==> config.mk <==
export PLATFORM = sky130hd
export DESIGN_NAME = carfield_addr_map_rt
export DESIGN_NICKNAME = d
export VERILOG_FILES = /design/src/rtl/carfield_addr_map_rt.sv
export SDC_FILE = /design/constraint.sdc
export NUM_CORES = 2
export LEC_CHECK = 0
export CAP_MARGIN = 0
export CELL_PAD_IN_SITES_DETAIL_PLACEMENT = 0
export CELL_PAD_IN_SITES_GLOBAL_PLACEMENT = 1
export CORE_MARGIN = 10
export CORE_UTILIZATION = 35
export DETAILED_ROUTE_END_ITERATION = 8
export PLACE_DENSITY = 0.72
export SYNTH_ARGS = -nofsm -noshare
export SYNTH_HDL_FRONTEND = slang
export SYNTH_SLANG_ARGS = --single-unit
==> constraint.sdc <==
create_clock -name clk_i -period 26.6 [get_ports clk_i]
set_clock_uncertainty 0.15 [all_clocks]
set_input_delay 3.99 -clock clk_i [delete_from_list [all_inputs] [get_ports clk_i]]
set_output_delay 3.99 -clock clk_i [all_outputs]
set_load 0.03 [all_outputs]
==> src/rtl/carfield_addr_map_rt.sv <==
// Runtime-programmable address-map decoder: NumRules base/size/target rules in registers,
// a 32-bit config port, and a one-stage valid/ready decode pipeline with a miss counter.
module carfield_addr_map_rt #(
  parameter int unsigned NumRules   = 8,
  parameter int unsigned AddrWidth  = 48,
  parameter int unsigned NumTargets = 8,
  parameter int unsigned DefaultIdx = 0,
  localparam int unsigned TgtW      = (NumTargets > 1) ? $clog2(NumTargets) : 1
) (
  input  logic                 clk_i,
  input  logic                 rst_i,
  input  logic                 cfg_valid_i,
  output logic                 cfg_ready_o,
  input  logic                 cfg_we_i,
  input  logic [11:0]          cfg_addr_i,
  input  logic [31:0]          cfg_wdata_i,
  output logic                 cfg_rvalid_o,
  output logic [31:0]          cfg_rdata_o,
  output logic                 cfg_err_o,
  input  logic                 in_valid_i,
  output logic                 in_ready_o,
  input  logic [AddrWidth-1:0] in_addr_i,
  output logic                 out_valid_o,
  input  logic                 out_ready_i,
  output logic [TgtW-1:0]      out_idx_o,
  output logic                 out_err_o,
  output logic                 locked_o
);

  localparam int unsigned HiW = AddrWidth - 32;

  logic [AddrWidth-1:0] base_q [NumRules];
  logic [AddrWidth-1:0] size_q [NumRules];
  logic [TgtW-1:0]      tgt_q  [NumRules];
  logic [NumRules-1:0]  en_q;
  logic                 lock_q;
  logic [15:0]          miss_cnt_q;

  logic                 out_valid_q, out_err_q;
  logic [TgtW-1:0]      out_idx_q;
  logic                 cfg_rvalid_q, cfg_err_q;
  logic [31:0]          cfg_rdata_q;

  // Config access decode
  logic [5:0]           rule_idx;
  logic [2:0]           word_sel;
  logic [AddrWidth-1:0] sel_base, sel_size;
  logic [TgtW-1:0]      sel_tgt;
  logic                 sel_en;
  logic [31:0]          rd_data;
  logic                 acc_err, wr_rule, wr_lock, wr_miss;

  assign rule_idx = cfg_addr_i[10:5];
  assign word_sel = cfg_addr_i[4:2];

  always_comb begin
    sel_base = '0;
    sel_size = '0;
    sel_tgt  = '0;
    sel_en   = 1'b0;
    for (int r = 0; r < NumRules; r++) begin
      if (rule_idx == 6'(r)) begin
        sel_base = base_q[r];
        sel_size = size_q[r];
        sel_tgt  = tgt_q[r];
        sel_en   = en_q[r];
      end
    end
  end

  always_comb begin
    rd_data = '0;
    acc_err = 1'b0;
    wr_rule = 1'b0;
    wr_lock = 1'b0;
    wr_miss = 1'b0;
    if (cfg_addr_i[1:0] != 2'b00) begin
      acc_err = 1'b1;
    end else if (!cfg_addr_i[11]) begin
      if (32'(rule_idx) >= NumRules) begin
        acc_err = 1'b1;
      end else begin
        unique case (word_sel)
          3'd0:    rd_data = sel_base[31:0];
          3'd1:    rd_data = 32'(sel_base[AddrWidth-1:32]);
          3'd2:    rd_data = sel_size[31:0];
          3'd3:    rd_data = 32'(sel_size[AddrWidth-1:32]);
          3'd4:    begin
            rd_data[0]        = sel_en;
            rd_data[8 +: TgtW] = sel_tgt;
          end
          default: acc_err = 1'b1;
        endcase
        // Rule registers stay readable once locked; only writes are refused.
        if (!acc_err && cfg_we_i) begin
          if (lock_q) acc_err = 1'b1;
          else        wr_rule = 1'b1;
        end
      end
    end else begin
      unique case (cfg_addr_i[10:0])
        11'h000: begin
          rd_data[0] = lock_q;
          wr_lock    = cfg_we_i;
        end
        11'h004: begin
          rd_data[15:0] = miss_cnt_q;
          wr_miss       = cfg_we_i;
        end
        11'h008: begin
          rd_data = NumRules;
          acc_err = cfg_we_i;
        end
        default: acc_err = 1'b1;
      endcase
    end
    if (cfg_we_i || acc_err) rd_data = '0;
    wr_rule = wr_rule & cfg_valid_i;
    wr_lock = wr_lock & cfg_valid_i;
    wr_miss = wr_miss & cfg_valid_i;
  end

  always_ff @(posedge clk_i or posedge rst_i) begin
    if (rst_i) begin
      for (int r = 0; r < NumRules; r++) begin
        base_q[r] <= '0;
        size_q[r] <= '0;
        tgt_q[r]  <= '0;
      end
      en_q   <= '0;
      lock_q <= 1'b0;
    end else begin
      if (wr_lock && cfg_wdata_i[0]) lock_q <= 1'b1;
      for (int r = 0; r < NumRules; r++) begin
        if (wr_rule && rule_idx == 6'(r)) begin
          unique case (word_sel)
            3'd0: base_q[r][31:0]           <= cfg_wdata_i;
            3'd1: base_q[r][AddrWidth-1:32] <= cfg_wdata_i[HiW-1:0];
            3'd2: size_q[r][31:0]           <= cfg_wdata_i;
            3'd3: size_q[r][AddrWidth-1:32] <= cfg_wdata_i[HiW-1:0];
            3'd4: begin
              en_q[r]  <= cfg_wdata_i[0];
              tgt_q[r] <= cfg_wdata_i[8 +: TgtW];
            end
            default: ;
          endcase
        end
      end
    end
  end

  always_ff @(posedge clk_i or posedge rst_i) begin
    if (rst_i) begin
      cfg_rvalid_q <= 1'b0;
      cfg_rdata_q  <= '0;
      cfg_err_q    <= 1'b0;
    end else begin
      cfg_rvalid_q <= cfg_valid_i;
      cfg_rdata_q  <= cfg_valid_i ? rd_data : '0;
      cfg_err_q    <= cfg_valid_i & acc_err;
    end
  end

  // Address decode: lowest matching index wins; limit compared in AddrWidth+1 bits
  logic            hit, dec_err;
  logic [TgtW-1:0] hit_tgt, dec_idx;

  always_comb begin
    hit     = 1'b0;
    hit_tgt = '0;
    for (int r = NumRules - 1; r >= 0; r--) begin
      if (en_q[r] && (size_q[r] != '0) && (in_addr_i >= base_q[r]) &&
          ({1'b0, in_addr_i} < ({1'b0, base_q[r]} + {1'b0, size_q[r]}))) begin
        hit     = 1'b1;
        hit_tgt = tgt_q[r];
      end
    end
    dec_err = !hit || (32'(hit_tgt) >= NumTargets);
    dec_idx = dec_err ? TgtW'(DefaultIdx) : hit_tgt;
  end

  logic fire;
  assign in_ready_o = !out_valid_q || out_ready_i;
  assign fire       = in_valid_i && in_ready_o;

  always_ff @(posedge clk_i or posedge rst_i) begin
    if (rst_i) begin
      out_valid_q <= 1'b0;
      out_idx_q   <= '0;
      out_err_q   <= 1'b0;
    end else if (fire) begin
      out_valid_q <= 1'b1;
      out_idx_q   <= dec_idx;
      out_err_q   <= dec_err;
    end else if (out_ready_i) begin
      out_valid_q <= 1'b0;
    end
  end

  always_ff @(posedge clk_i or posedge rst_i) begin
    if (rst_i) begin
      miss_cnt_q <= '0;
    end else if (wr_miss) begin
      miss_cnt_q <= '0;
    end else if (fire && dec_err && (miss_cnt_q != 16'hFFFF)) begin
      miss_cnt_q <= miss_cnt_q + 16'd1;
    end
  end

  assign cfg_ready_o  = 1'b1;
  assign cfg_rvalid_o = cfg_rvalid_q;
  assign cfg_rdata_o  = cfg_rdata_q;
  assign cfg_err_o    = cfg_err_q;
  assign out_valid_o  = out_valid_q;
  assign out_idx_o    = out_idx_q;
  assign out_err_o    = out_err_q;
  assign locked_o     = lock_q;

endmodule

==> flow_summary.yaml <==
clock_network:
  numCtsBuffers: 108
  htree_levels: 3
  ctsResizeCount: 0
  path_clk_slew_ns: 0.06
  clk_latency_ns: 0.79
  cts_setup_buffers: 0
  root_buffer: "clkbuf_16"
  cts.sinks: 856
  cts_hold_buffers: 0
  clock_path_buffers: 3
  cts_tree: "built"
status:
  violations: "capacitance limit"
  status: "finished with violations"
die:
  die_h_um: 480
  chipWidth_um: 480
  die_area_um2: 230000
  row_count: 168
  ios: 140
  core_um2: 210000
  start_util_pct: 35.3
layout:
  nNetsFinal: 9439
  finalCoreUtilization_pct: 39.5
  multi_input_area_um2: 49900
  drive_gt1_share_pct: 12.3
  fillerInstances: 21000
  syn_to_final_growth_pct: 11.9
  fin_area_um2: 82900
  ff_latch_area_um2: 21400
global_routing:
  grt_first_pass_wirelength_um: 513000
  overflow: 0
  grt_max_degree: 164
  grtUsageTotal_pct: 30.8
  grt_pass1_vias: 67400
  antenna_found_initial: 34
worst_setup_path:
  rr_endpoint: "out_idx_o[2]$_DFFE_PP0P_"
  crit_start: "size_q[240]$_DFFE_PP0P_"
  critPathKind: "register to register"
  crit_path_start_kind: "register"
  rrSetupSlack_ns: 17.09
  crit_path_end_kind: "register"
  r2r-start: "size_q[240]$_DFFE_PP0P_"
  arrival_ns: 10.04
  critPathCapture: "out_idx_o[2]$_DFFE_PP0P_"
  crit_required_ns: 27.13
  rr_worst_depth: 27
  critical_path.max_fanout: 26
drt:
  drt_wl_total_um: 369000
  drt_iter0_markers: 8230
  num_vias: 70400
  firstDrtPassIters: 8
  via_per_inst: 6.35
  drc: 0
  ant_nets: 0
  wl_per_cell_um: 33.3
power_and_ir_drop:
  ir_drop_mv: 0.0492
  p_leak_uw: 0.0404
  power_density_nw_per_um2: 38.4
sta:
  holdWs_ns: 0.393
  layout_worst_path_cycle_share_pct: 35.8
  slew_violations: 0
  hold_viol_final: 0
  fin_tns_setup_ns: 0
  setup_viol: 0
  layout_min_cycle_time_ns: 9.51
  grt_setup_unrepaired: "false"
  max_slew_margin_pct: 0.121
  tightest_slew_ns: 1.48
  fmax_mhz: 105
yosys:
  synthAdderAreaFrac_pct: 19.6
  synth_edf_count: 0
  ys_async_sr_fraction_pct: 100
  syn_area_um2: 74100
  synth_top_family_by_area: "compound AO/OA/AOI/OAI gates"
  ys_ff_latch: 856
  synth_compound_area_share_pct: 22.3
  synthSimpleGateAreaFrac_pct: 12.6
  synthesis.nets: 9330
  syn_inst: 8079
  synthMuxAreaShare_pct: 8.57
  yosysUniqueCellTypes: 99
  synth_warnings: 0
  syn_area_per_cell_um2: 9.17
  ys_seq_area_share_pct: 28.9
  synth_ff_type: "dfrtp_1"
  synth_xor_xnor_area_share_pct: 3.99
placed_design:
  gp_congestion: 1.04
  io_buffers: 138
  placed_cell_area_um2: 79300
  dpl.hpwl_um: 287000
hold_path:
  hp-class: "register to register"
flow_run:
  cap_viol_max_count: 2
==> cell usage after synthesis, drive strengths merged, types with 10 or more instances <==
master,instances,area [um2]
nand2,537,2020
a21boi,18,139
or4,13,97.6
buf,27,121
mux2,550,6190
clkbuf,276,1040
o21a,77,578
a41oi,11,104
and4,19,166
inv,488,1830
a22oi,311,2330
and3,74,468
o2111ai,19,173
nand4,210,1310
a211o,23,201
xnor2,159,1390
nor2,302,1130
nor2b,86,546
a311oi,13,131
a21o,367,2760
nor4,120,751
nor3,105,526
a22o,15,131
xor2,178,1560
a21oi,535,2680
nand2b,114,713
mux2i,11,110
a31o,13,114
o41ai,10,87.6
or3,33,211
a2111oi,30,282
o211ai,55,423
a221oi,76,678
a31oi,68,425
o21bai,63,473
nand3,169,846
ha,1145,14300
or2,28,175
dfrtp,856,21400
o21ai,572,2870
a211oi,73,561
o22ai,50,313
and2,28,178
o31ai,37,283
==> worst max-delay path: stages (launching register included) <==
cell       delay (ns)
dfrtp_1          0.43
ha_1             0.27
fa_1             0.45
a211o_1          0.30
a21oi_1          0.35
o31ai_2          0.18
a211oi_1         0.57
buf_4            0.25
o211ai_1         0.33
o211ai_1         0.68
a21oi_1          0.32
a21oi_1          0.29
o21ai_0          0.10
o21ai_0          0.17
xor2_1           0.23
ha_1             0.28
a21o_1           0.18
a21o_1           0.16
a21oi_1          0.25
o21ai_0          0.35
a2111oi_0        1.07
a31oi_1          0.54
o31a_1           0.40
o41a_2           0.16
o211ai_2         0.15
buf_4            0.31
o21ai_0          0.25
a32oi_1          0.22
==> area by class of cell <==
cell class                      instances  area share [%]
Antenna cell                            7          0.0211
Clock buffer                          155            3.85
Clock inverter                         41           0.530
Inverter                              488            2.21
Multi-Input combinational cell       6432            60.2
Sequential cell                       856            25.8
Tap cell                             2805            4.23
Timing Repair Buffer                  302            3.08
==> cells in the final DEF (no fill, tap or decap), types with 26 or more instances in the layout <==
| cell type | instances |
|---|---|
| o21ai_0 | 566 |
| a2111oi_0 | 27 |
| o31ai_1 | 35 |
| a22oi_1 | 311 |
| ha_1 | 1145 |
| nor3_1 | 101 |
| buf_4 | 160 |
| clkdlybuf4s50_1 | 123 |
| inv_1 | 487 |
| o21a_1 | 77 |
| o211ai_1 | 53 |
| and3_1 | 73 |
| nand4_1 | 210 |
| a31oi_1 | 68 |
| nand3_1 | 168 |
| a221oi_1 | 74 |
| mux2_2 | 550 |
| o22ai_1 | 50 |
| nor4_1 | 112 |
| clkbuf_8 | 27 |
| and2_1 | 26 |
| xor2_1 | 178 |
| nor2b_1 | 85 |
| nand2_1 | 536 |
| a211oi_1 | 72 |
| nor2_1 | 279 |
| clkbuf_16 | 110 |
| or2_2 | 28 |
| o21bai_1 | 63 |
| a21o_1 | 367 |
| or3_1 | 32 |
| xnor2_1 | 159 |
| a21oi_1 | 534 |
| dfrtp_1 | 856 |
| nand2b_1 | 114 |
==> power breakdown <==
group	total (uW)	switching [uW]	internal [uW]
Clock	1560	659	897
Sequential	1320	10.6	1310
Combinational	308	218	89.7
Total	3180	888	2290
==> layer usage <==
| metal | vias to the layer above | global-route usage (%) | part of all wire (%) |
|---|---|---|---|
| met5 | - | 0 | 0.069 |
| met4 | 30 | 18.1 | 7.3 |
| met3 | 923 | 7.52 | 9.7 |
| met2 | 3663 | 46.8 | 43 |
| met1 | 35100 | 39.4 | 40 |
| li1 | 30600 | - | - |
==> stage by stage <==
step / worst slack (ns) / total power, uW / std cells
after floorplan: 10.70 / 1490 / 8079
after global placement: 16.33 / 1640 / 10900
after detailed placement: 16.53 / 1640 / 10900
after CTS: 17.15 / 3180 / 11100
after global routing: 17.03 / 3270 / 11100
final: 17.09 / 3180 / 11100
==> cells by family (layout without fill, tap and decap cells) <==
kind of cell,after synthesis,after routing
compound gates,2514,2514
xor+xnor,337,337
fa+ha+maj,1153,1153
buf+inv,791,986
flops,856,856
mux,563,563
other cells,1,8
simple gates,1864,1864
==> sequential cells by signal, summed over array words and instances (netlist names), 3 cells and up <==
name,flops
miss_cnt_q,16
cfg_rdata_o,32
tgt_q,24
size_q,384
out_idx_o,3
en_q,8
base_q,384
==> worst min-delay path by stage <==
| stage | startpoint | slack (ns) | cells past startpoint | endpoint |
|---|---|---|---|---|
| floorplan | tgt_q[2]$_DFFE_PP0P_ | 0.34 | 1 | tgt_q[2]$_DFFE_PP0P_ |
| global placement | base_q[176]$_DFFE_PP0P_ | 0.38 | 1 | base_q[176]$_DFFE_PP0P_ |
| detailed placement | tgt_q[4]$_DFFE_PP0P_ | 0.37 | 1 | tgt_q[4]$_DFFE_PP0P_ |
| CTS | tgt_q[4]$_DFFE_PP0P_ | 0.39 | 1 | tgt_q[4]$_DFFE_PP0P_ |
| global route | tgt_q[4]$_DFFE_PP0P_ | 0.41 | 1 | tgt_q[4]$_DFFE_PP0P_ |
| finish | tgt_q[4]$_DFFE_PP0P_ | 0.39 | 1 | tgt_q[4]$_DFFE_PP0P_ |
Note: power is estimated with default switching activity, not from simulation.
